==> config.mk <==
export PLATFORM = sky130hd
export DESIGN_NAME = iob_cache_traffic_gen_flat
export DESIGN_NICKNAME = d
export VERILOG_FILES = /design/src/rtl/iob_cache_tg_pkg.sv /design/src/rtl/iob_cache_traffic_gen_if.sv /design/src/rtl/iob_cache_tg_watchdog.sv /design/src/rtl/iob_cache_traffic_gen.sv /design/src/flat_wrapper.sv
export SDC_FILE = /design/constraint.sdc
export NUM_CORES = 1
export LEC_CHECK = 0
export CAP_MARGIN = 10
export CORE_MARGIN = 3
export CORE_UTILIZATION = 49
export CTS_BUF_LIST = sky130_fd_sc_hd__clkbuf_16
export DETAILED_ROUTE_END_ITERATION = 10
export GPL_ROUTABILITY_DRIVEN = 0
export PLACE_DENSITY_LB_ADDON = 0.25
export SLEW_MARGIN = 40
export SYNTH_ARGS = -nofsm -noshare
export SYNTH_HDL_FRONTEND = slang
export SYNTH_SLANG_ARGS = --single-unit
==> constraint.sdc <==
create_clock -name clk -period 4.55 [get_ports clk]
set_clock_uncertainty 0.15 [all_clocks]
set_input_delay 0.455 -clock clk [delete_from_list [all_inputs] [get_ports clk]]
set_output_delay 0.455 -clock clk [all_outputs]
set_load 0.05 [all_outputs]
==> src/rtl/iob_cache_tg_pkg.sv <==
`timescale 1ns/1ps
`default_nettype none
//==============================================================================
// Module      : iob_cache_tg_pkg
// Description : Shared types and data-pattern functions for the cache traffic
//               generator (optional IOB_TG_PARTIAL_WSTRB_EN merge pattern).
// Revision    : 1.0 - initial release
//==============================================================================
package iob_cache_tg_pkg;

   typedef enum logic [2:0] {
      ST_IDLE   = 3'd0,
      ST_WR     = 3'd1,
      ST_WR_GAP = 3'd2,
      ST_RD     = 3'd3,
      ST_RD_GAP = 3'd4,
      ST_DONE   = 3'd5
   } tg_state_t;

   localparam logic [31:0] c_PATTERN    = 32'hDEADBEEF;
   // Functions return the widest supported word; callers size-cast to DATA_W.
   localparam int          c_MAX_DATA_W = 1024;

   function automatic logic [c_MAX_DATA_W-1:0] pattern(input logic [31:0] i);
      return {(c_MAX_DATA_W/32){c_PATTERN}} ^ {{(c_MAX_DATA_W-32){1'b0}}, i};
   endfunction

   // With partial strobes the word holds the inverted pattern except one byte.
   function automatic logic [c_MAX_DATA_W-1:0] expected(input logic [31:0] i,
                                                        input int          n_bytes,
                                                        input bit          partial);
      logic [c_MAX_DATA_W-1:0] p;
      logic [c_MAX_DATA_W-1:0] e;
      p = pattern(i);
      e = p;
      if (partial) begin
         e = ~p;
         for (int b = 0; b < c_MAX_DATA_W/8; b++) begin
            if (b == int'(i % 32'(n_bytes)))
               e[b*8 +: 8] = p[b*8 +: 8];
         end
      end
      return e;
   endfunction

endpackage
`default_nettype wire

==> src/rtl/iob_cache_traffic_gen_if.sv <==
`timescale 1ns/1ps
`default_nettype none
//==============================================================================
// Module      : iob_cache_traffic_gen_if
// Description : Native cache front-end request/response bundle.
// Revision    : 1.0 - initial release
//==============================================================================
interface iob_cache_traffic_gen_if #(
   parameter int ADDR_W = 13,
   parameter int DATA_W = 32
);
   localparam int c_WADDR_W = ADDR_W - $clog2(DATA_W/8);

   logic                  valid;
   logic [c_WADDR_W-1:0]  addr;
   logic [DATA_W-1:0]     wdata;
   logic [DATA_W/8-1:0]   wstrb;
   logic [DATA_W-1:0]     rdata;
   logic                  ready;

   modport master (output valid, addr, wdata, wstrb, input  rdata, ready);
   modport slave  (input  valid, addr, wdata, wstrb, output rdata, ready);
endinterface
`default_nettype wire

==> src/rtl/iob_cache_tg_watchdog.sv <==
`timescale 1ns/1ps
`default_nettype none
//==============================================================================
// Module      : iob_cache_tg_watchdog
// Description : Counts stalled request cycles; expire fires on the last one.
// Revision    : 1.0 - initial release
//==============================================================================
module iob_cache_tg_watchdog #(
   parameter int TIMEOUT = 256
)(
   input  logic clk,
   input  logic reset,
   input  logic valid,
   input  logic ready,
   output logic expire
);
   localparam int c_CNT_W = (TIMEOUT > 1) ? $clog2(TIMEOUT) : 1;

   logic [c_CNT_W-1:0] r_cnt;

   always_ff @(posedge clk) begin
      if (reset || !valid || ready)
         r_cnt <= '0;
      else
         r_cnt <= r_cnt + c_CNT_W'(1);
   end

   // A ready in the final cycle completes the transfer instead of expiring.
   assign expire = valid && !ready && (r_cnt == c_CNT_W'(TIMEOUT - 1));
endmodule
`default_nettype wire

==> src/rtl/iob_cache_traffic_gen.sv <==
`timescale 1ns/1ps
`default_nettype none
//==============================================================================
// Module      : iob_cache_traffic_gen
// Description : Native-port write/read-back traffic generator and checker.
//               Optional macro IOB_TG_PARTIAL_WSTRB_EN adds byte-merge writes.
// Revision    : 1.0 - initial release
//==============================================================================
module iob_cache_traffic_gen
   import iob_cache_tg_pkg::*;
#(
   parameter int   ADDR_W    = 13,
   parameter int   DATA_W    = 32,
   parameter int   N_WORDS   = 16,
   parameter int   BASE_ADDR = 0,
   parameter int   TIMEOUT   = 256,
   parameter int   ERR_W     = 16,
   localparam int  c_WADDR_W = ADDR_W - $clog2(DATA_W/8)
)(
   input  logic                  clk,
   input  logic                  reset,
   input  logic                  start,
   input  logic                  mode,
   output logic                  busy,
   output logic                  done,
   output logic [ERR_W-1:0]      err_cnt,
   output logic [c_WADDR_W-1:0]  first_err_addr,
   output logic                  timeout,
   iob_cache_traffic_gen_if.master bus
);
   localparam int c_STRB_W = DATA_W / 8;
   localparam int c_IDX_W  = $clog2(N_WORDS + 1);

   tg_state_t              r_state;
   logic                   r_mode;
   logic [c_IDX_W-1:0]     r_idx;
   logic                   r_busy;
   logic                   r_done;
   logic [ERR_W-1:0]       r_err_cnt;
   logic [c_WADDR_W-1:0]   r_first_err;
   logic                   r_timeout;
   logic                   r_valid;
   logic [c_WADDR_W-1:0]   r_addr;
   logic [DATA_W-1:0]      r_wdata;
   logic [c_STRB_W-1:0]    r_wstrb;

   logic [c_IDX_W-1:0]     w_inc;
   logic                   w_more;
   logic [c_IDX_W-1:0]     w_req_idx;
   logic [c_WADDR_W-1:0]   w_req_addr;
   logic [DATA_W-1:0]      w_req_pat;
   logic [DATA_W-1:0]      w_wr_data;
   logic [DATA_W-1:0]      w_exp;
   logic                   w_expire;
   logic                   w_write_again;
   logic [c_STRB_W-1:0]    w_again_strb;

`ifdef IOB_TG_PARTIAL_WSTRB_EN
   localparam bit c_PARTIAL = 1'b1;
   logic r_half;

   assign w_write_again = !r_half;
   assign w_wr_data     = ~w_req_pat;
   assign w_again_strb  = c_STRB_W'(1) << (32'(r_idx) % 32'(c_STRB_W));

   always_ff @(posedge clk) begin
      if (reset || r_state == ST_IDLE)
         r_half <= 1'b0;
      else if (r_state == ST_WR_GAP)
         r_half <= !r_half;
   end
`else
   localparam bit c_PARTIAL = 1'b0;
   assign w_write_again = 1'b0;
   assign w_wr_data     = w_req_pat;
   assign w_again_strb  = '1;
`endif

   // Index of the request about to be issued from the current state.
   always_comb begin
      w_inc     = r_idx + c_IDX_W'(1);
      w_more    = (w_inc < c_IDX_W'(N_WORDS));
      w_req_idx = '0;
      case (r_state)
         ST_WR_GAP: begin
            if (w_write_again || r_mode) w_req_idx = r_idx;
            else if (w_more)             w_req_idx = w_inc;
         end
         ST_RD_GAP: w_req_idx = w_inc;
         default:   w_req_idx = '0;
      endcase
   end

   assign w_req_addr = c_WADDR_W'(32'(BASE_ADDR) + 32'(w_req_idx));
   assign w_req_pat  = DATA_W'(pattern(32'(w_req_idx)));
   assign w_exp      = DATA_W'(expected(32'(r_idx), c_STRB_W, c_PARTIAL));

   iob_cache_tg_watchdog #(.TIMEOUT(TIMEOUT)) u_watchdog (
      .clk    (clk),
      .reset  (reset),
      .valid  (r_valid),
      .ready  (bus.ready),
      .expire (w_expire)
   );

   always_ff @(posedge clk) begin
      if (reset) begin
         r_state     <= ST_IDLE;
         r_mode      <= 1'b0;
         r_idx       <= '0;
         r_busy      <= 1'b0;
         r_done      <= 1'b0;
         r_err_cnt   <= '0;
         r_first_err <= '0;
         r_timeout   <= 1'b0;
         r_valid     <= 1'b0;
         r_addr      <= '0;
         r_wdata     <= '0;
         r_wstrb     <= '0;
      end else begin
         r_done <= 1'b0;
         case (r_state)
            ST_IDLE: begin
               if (start) begin
                  r_busy      <= 1'b1;
                  r_err_cnt   <= '0;
                  r_first_err <= '0;
                  r_timeout   <= 1'b0;
                  r_mode      <= mode;
                  r_idx       <= '0;
                  r_valid     <= 1'b1;
                  r_addr      <= w_req_addr;
                  r_wdata     <= w_wr_data;
                  r_wstrb     <= '1;
                  r_state     <= ST_WR;
               end
            end
            ST_WR, ST_RD: begin
               if (bus.ready) begin
                  r_valid <= 1'b0;
                  r_state <= (r_state == ST_WR) ? ST_WR_GAP : ST_RD_GAP;
                  if (r_state == ST_RD && bus.rdata != w_exp) begin
                     if (r_err_cnt != '1) r_err_cnt <= r_err_cnt + ERR_W'(1);
                     if (r_err_cnt == '0) r_first_err <= r_addr;
                  end
               end else if (w_expire) begin
                  r_valid   <= 1'b0;
                  r_timeout <= 1'b1;
                  r_busy    <= 1'b0;
                  r_done    <= 1'b1;
                  r_state   <= ST_DONE;
               end
            end
            ST_WR_GAP: begin
               r_valid <= 1'b1;
               r_addr  <= w_req_addr;
               if (w_write_again) begin
                  r_wdata <= w_req_pat;
                  r_wstrb <= w_again_strb;
                  r_state <= ST_WR;
               end else if (r_mode || !w_more) begin
                  if (!r_mode) r_idx <= '0;
                  r_wdata <= '0;
                  r_wstrb <= '0;
                  r_state <= ST_RD;
               end else begin
                  r_idx   <= w_inc;
                  r_wdata <= w_wr_data;
                  r_wstrb <= '1;
                  r_state <= ST_WR;
               end
            end
            ST_RD_GAP: begin
               r_idx <= w_inc;
               if (w_more) begin
                  r_valid <= 1'b1;
                  r_addr  <= w_req_addr;
                  if (r_mode) begin
                     r_wdata <= w_wr_data;
                     r_wstrb <= '1;
                     r_state <= ST_WR;
                  end else begin
                     r_wdata <= '0;
                     r_wstrb <= '0;
                     r_state <= ST_RD;
                  end
               end else begin
                  r_busy  <= 1'b0;
                  r_done  <= 1'b1;
                  r_state <= ST_DONE;
               end
            end
            ST_DONE: r_state <= ST_IDLE;
            default: r_state <= ST_IDLE;
         endcase
      end
   end

   assign busy           = r_busy;
   assign done           = r_done;
   assign err_cnt        = r_err_cnt;
   assign first_err_addr = r_first_err;
   assign timeout        = r_timeout;
   assign bus.valid      = r_valid;
   assign bus.addr       = r_addr;
   assign bus.wdata      = r_wdata;
   assign bus.wstrb      = r_wstrb;
endmodule
`default_nettype wire

==> src/flat_wrapper.sv <==
// flat-port wrapper written by rule: the top's interface ports become plain ports
module iob_cache_traffic_gen_flat import iob_cache_tg_pkg::*;
#(
   parameter int   ADDR_W    = 13,
   parameter int   DATA_W    = 32,
   parameter int   N_WORDS   = 16,
   parameter int   BASE_ADDR = 0,
   parameter int   TIMEOUT   = 256,
   parameter int   ERR_W     = 16,
   localparam int  c_WADDR_W = ADDR_W - $clog2(DATA_W/8)
)
  (clk, reset, start, mode, busy, done, err_cnt, first_err_addr, timeout, bus_valid, bus_addr, bus_wdata, bus_wstrb, bus_rdata, bus_ready);
  iob_cache_traffic_gen_if #(.ADDR_W(ADDR_W), .DATA_W(DATA_W)) bus_i ();
  input  logic clk;
  input  logic reset;
  input  logic start;
  input  logic mode;
  output logic busy;
  output logic done;
  output logic [ERR_W-1:0] err_cnt;
  output logic [c_WADDR_W-1:0] first_err_addr;
  output logic timeout;
  output wire logic [$bits(bus_i.valid)-1:0] bus_valid;
  output wire logic [$bits(bus_i.addr)-1:0] bus_addr;
  output wire logic [$bits(bus_i.wdata)-1:0] bus_wdata;
  output wire logic [$bits(bus_i.wstrb)-1:0] bus_wstrb;
  input wire logic [$bits(bus_i.rdata)-1:0] bus_rdata;
  input wire logic [$bits(bus_i.ready)-1:0] bus_ready;
  assign bus_valid = bus_i.valid;
  assign bus_addr = bus_i.addr;
  assign bus_wdata = bus_i.wdata;
  assign bus_wstrb = bus_i.wstrb;
  assign bus_i.rdata = bus_rdata;
  assign bus_i.ready = bus_ready;
  iob_cache_traffic_gen #(.ADDR_W(ADDR_W), .DATA_W(DATA_W), .N_WORDS(N_WORDS), .BASE_ADDR(BASE_ADDR), .TIMEOUT(TIMEOUT), .ERR_W(ERR_W)) u_core (.clk(clk), .reset(reset), .start(start), .mode(mode), .busy(busy), .done(done), .err_cnt(err_cnt), .first_err_addr(first_err_addr), .timeout(timeout), .bus(bus_i));
endmodule
==> results.txt <==
In this run, synthesis inferred 0 flip-flops with an integrated enable. The share of layout cells above drive strength 1 came out at 3.85%. The largest vdd supply drop is between 200 and 250 uV. The placeable core area came out at between 6000 and 7000 sq um.

The total setup violations reported at the end of the flow is 0. After detailed routing, the number of vias per cell comes to 5.83. Measured in cells, the most critical reg-to-reg path has a length of 5. The synthesis-to-layout area growth came out at 27.4%. The data arrival at the endpoint of the critical path is approximately 2.7 ns. Adding up every negative setup slack in the final design gives 0 ns. The max-slew violation count came to 0. The run finished with clean final reports.

Clock tree synthesis inserted a total of 5 buffers. Measured against its own limit, the worst slew margin works out to a little over 50%. The repair_antennas step left the layout with diodes totalling 0. In the final routed layout, each cell accounts on average for 14.6 um. After clock tree synthesis, the setup repair step added 0 buffers. The number of antenna-violating nets in the routed design is 0.

The length of the first detailed-routing pass in iterations came out at 4. The net count reported at finish is 482. The number of inserted filler cells in the final layout is between 500 and 600. At the pin with the least slew margin, the transition time is roughly 0.74 ns. The startpoint of the most critical register-to-register path is u_core.r_state[0]$_SDFFE_PP0P_. The cell family contributing the most delay on the critical path is compound AO/OA/AOI/OAI gates.

The post-cts repair resize count is 0. The worst register-to-register path ends at u_core.err_cnt[1]$_SDFFE_PP0P_. Setup repair after global routing left no endpoint under its margin. The initial core utilization came out at 52.0%.

The total half-perimeter wirelength after legalization and detailed placement is 5590 um. The clock drives 53 sinks. The floorplan die height came out at 86.4 um. The die extent in x came out at around 86 um.

The leakage dissipation is 1.41 nW. The synthesis warning total is 0. The period utilization is between 50% and 60%. The final wirelength came out at roughly 7500 um. The H-tree depth reported by CTS is 2. The largest fanout on the critical path came out at 23. The number of max-cap violations came out at 0. Summing over every cut layer, the via total after detailed routing is 3,013. The worst-case hold path end point is u_core.timeout$_SDFFE_PP0P_. The sequential cell area came out at 1060 sq um. The clock period minus worst slack came out at 2.65 ns.

STA classifies the critical path startpoint as a register. The total area of multi-input combinational cells is ~1700 sq um. Each instance of the synthesized netlist takes up on average ~8.3 sq um. At the later pin of the worst-skew pair, clock insertion delay measures 0.29 ns. The async set-or-reset flop fraction in the synthesized netlist is 0%. For flop-to-flop paths, the worst setup slack is roughly 1.9 ns.

The iteration-0 DRC count of the detailed router is a little over 200. For this run, design rule violations remaining after detail routing come to 0. The overall fraction of global-route tracks in use came out at 20.5%.

The beginning of the critical path is u_core.r_state[0]$_SDFFE_PP0P_. The number of hold violations in the final report is 0. The number of flip-flops and latches in the synthesized netlist came out at 53.

The worst setup slack after layout came out at between 1.5 and 2 ns. The worst hold path begins at u_core.timeout$_SDFFE_PP0P_. The number of stages on the worst hold path came out at 2. The die area is roughly 7500 sq um. Walking the worst path, the cells encountered are nor2b_1 -> nand4_1 -> o21ai_1 -> o21ai_0 -> a21oi_1. The number of placement rows is 28. The tree is rooted in a sky130_fd_sc_hd__clkbuf_16. Power spread over the standard cell area amounts to 304 nW/um^2. The final global-route overflow total came out at 0. The number of antenna violations at the first check in global routing came out at 0. No sink is reached through more buffers than the 2 on the longest clock path. TritonCTS built the clock tree. The instance count of the mapped netlist is 380. The synthesized area came out at ~3200 sq um. In this run, distinct cell masters in the synthesized netlist total 55. The via count of the first global-routing pass came out at 2,747. Together, buffers and inverters on the worst path number 0.

The type of the worst min-delay path is reg2reg. Buffers placed on the I/O ports in this run total 95. The first global-routing pass estimated roughly 13,000 um of wire.

The required time of the critical path is between 4 and 5 ns. The achievable clock frequency came out at 377 MHz. The delay of the slowest cell on the worst path came out at 0.74 ns. The critical setup path kind is reg2reg.

The maximum number of pins on one net before global-route repair came out at 35. For this run, the register share of the synthesized area comes to between 30% and 40%. The most used flip-flop cell after synthesis is sky130_fd_sc_hd__dfxtp_1. The slowest stage cell on the critical path is sky130_fd_sc_hd__dfxtp_1.

Clock-pin slew was measured on the worst setup and hold paths at 0.07 ns. The number of hold-repair buffers added at the cts stage came out at 0. The top-level I/O count is ~120. The category of the worst setup path capture point is a register. The pre-CTS setup slack came out at roughly 1.7 ns.
cell families after synthesis:
family | after synthesis | synth area share (%)
AOI/OAI and AO/OA | 78 | 16.5
adders and majority gates | 4 | 1.58
buffers and inverters | 72 | 14.1
and+or+nand+nor | 150 | 27.7
DFF | 53 | 33.5
other | 1 | 0.118
muxes | 9 | 2.84
xor gates and xnor gates | 13 | 3.59
cells in the final DEF, fill, tap and decap left out, drive strengths merged, types with 3 or more instances in the layout:
cell type,Yosys,final
a22oi,4,4
inv,11,11
nand2,20,20
o211ai,4,4
or3,7,7
xnor2,9,9
clkbuf,14,5
nand4,8,8
clkdlybuf4s50,0,95
o31ai,7,7
mux2i,9,9
a211oi,4,4
and2,3,3
conb,1,19
o2111ai,3,3
nor4,4,4
dfxtp,53,53
or4b,3,3
nor3,7,7
or4,8,8
nand2b,11,11
and4,6,6
clkinvlp,0,3
xor2,4,4
nor2,30,30
a21oi,30,30
o21ai,10,10
nor2b,3,3
nand3,12,12
o21a,3,3
nor4b,3,3
ha,4,4
nand4b,7,7
and3,10,10
where the power goes:
| part | internal [mW] | switching [mW] |
|---|---|---|
| registers | 0.477 | 0.0244 |
| clock network | 0.204 | 0.172 |
| logic | 0.118 | 0.231 |
tightest hold or removal path, stage by stage (launching register included):
cell and delay, ns:
sky130_fd_sc_hd__dfxtp_1 0.31, sky130_fd_sc_hd__inv_1 0.05, sky130_fd_sc_hd__a21oi_1 0.05
layer usage:
metal | track usage, % | up-vias | share of wire [%]
met5 | 0 | - | 0
met4 | 7.65 | 0 | 1.4
met3 | 4.47 | 12 | 8.3
met2 | 33.8 | 144 | 47
met1 | 26.1 | 1411 | 43
li1 | - | 1446 | -
Yosys cell counts, types with 8 or more instances:
master | instances | area share (%)
sky130_fd_sc_hd__nand4_1 | 8 | 1.6
sky130_fd_sc_hd__or4_1 | 8 | 1.9
sky130_fd_sc_hd__buf_4 | 42 | 10
sky130_fd_sc_hd__and3_1 | 10 | 2.0
sky130_fd_sc_hd__nor2_1 | 30 | 3.6
sky130_fd_sc_hd__nand2b_1 | 11 | 2.2
sky130_fd_sc_hd__a21oi_1 | 30 | 4.7
sky130_fd_sc_hd__inv_1 | 11 | 1.3
sky130_fd_sc_hd__xnor2_1 | 9 | 2.5
sky130_fd_sc_hd__clkbuf_1 | 14 | 1.7
sky130_fd_sc_hd__nand3_1 | 12 | 1.9
sky130_fd_sc_hd__mux2i_1 | 9 | 2.8
sky130_fd_sc_hd__nand2_1 | 20 | 2.4
sky130_fd_sc_hd__dfxtp_1 | 53 | 33
state kept, by name (all words and copies together) (netlist names):
name and flops:
u_core.first_err_addr 5, u_core.r_state 3, u_core.err_cnt 16, u_core.busy 1
u_core.u_watchdog.r_cnt 8, u_core.bus.wdata 5, u_core.done 1, u_core.timeout 1
u_core.r_mode 1, u_core.bus.wstrb 1, u_core.bus.addr 5, u_core.bus.valid 1
u_core.r_idx 5
how the worst max path moves through the flow:
stage / to / slack [ns] / depth (start not counted)
6_report: u_core.err_cnt[1]$_SDFFE_PP0P_ / 1.90 / 5
5_1_grt: u_core.err_cnt[0]$_SDFFE_PP0P_ / 1.55 / 5
4_1_cts: u_core.err_cnt[1]$_SDFFE_PP0P_ / 1.92 / 5
3_5_place_dp: u_core.err_cnt[11]$_SDFFE_PP0P_ / 1.69 / 6
3_3_place_gp: u_core.err_cnt[12]$_SDFFE_PP0P_ / 1.75 / 6
2_1_floorplan: u_core.err_cnt[12]$_SDFFE_PP0P_ / 2.27 / 7
cell type report:
cell class	instances	area share (%)
tap	75	2.32
clock buffer	5	3.10
clock inverter	3	0.558
inverter	11	1.02
sequential	53	26.3
multi-input combinational	273	42.8
timing repair buffer	97	23.9
per-stage QoR:
stage / power [mW] / util, % / std cells / area, sq um / hold WS [ns]
3_3_place_gp: 0.856 / 63.8 / 509 / 3890 / 0.276
5_1_grt: 1.28 / 66.2 / 517 / 4040 / 0.314
2_1_floorplan: 0.792 / - / 398 / 3240 / 0.263
3_5_place_dp: 0.861 / 63.8 / 509 / 3890 / 0.288
6_report: 1.23 / 66.2 / 517 / 4040 / 0.300
4_1_cts: 1.24 / 66.2 / 517 / 4040 / 0.299
Power figures use the tool's default switching activity.
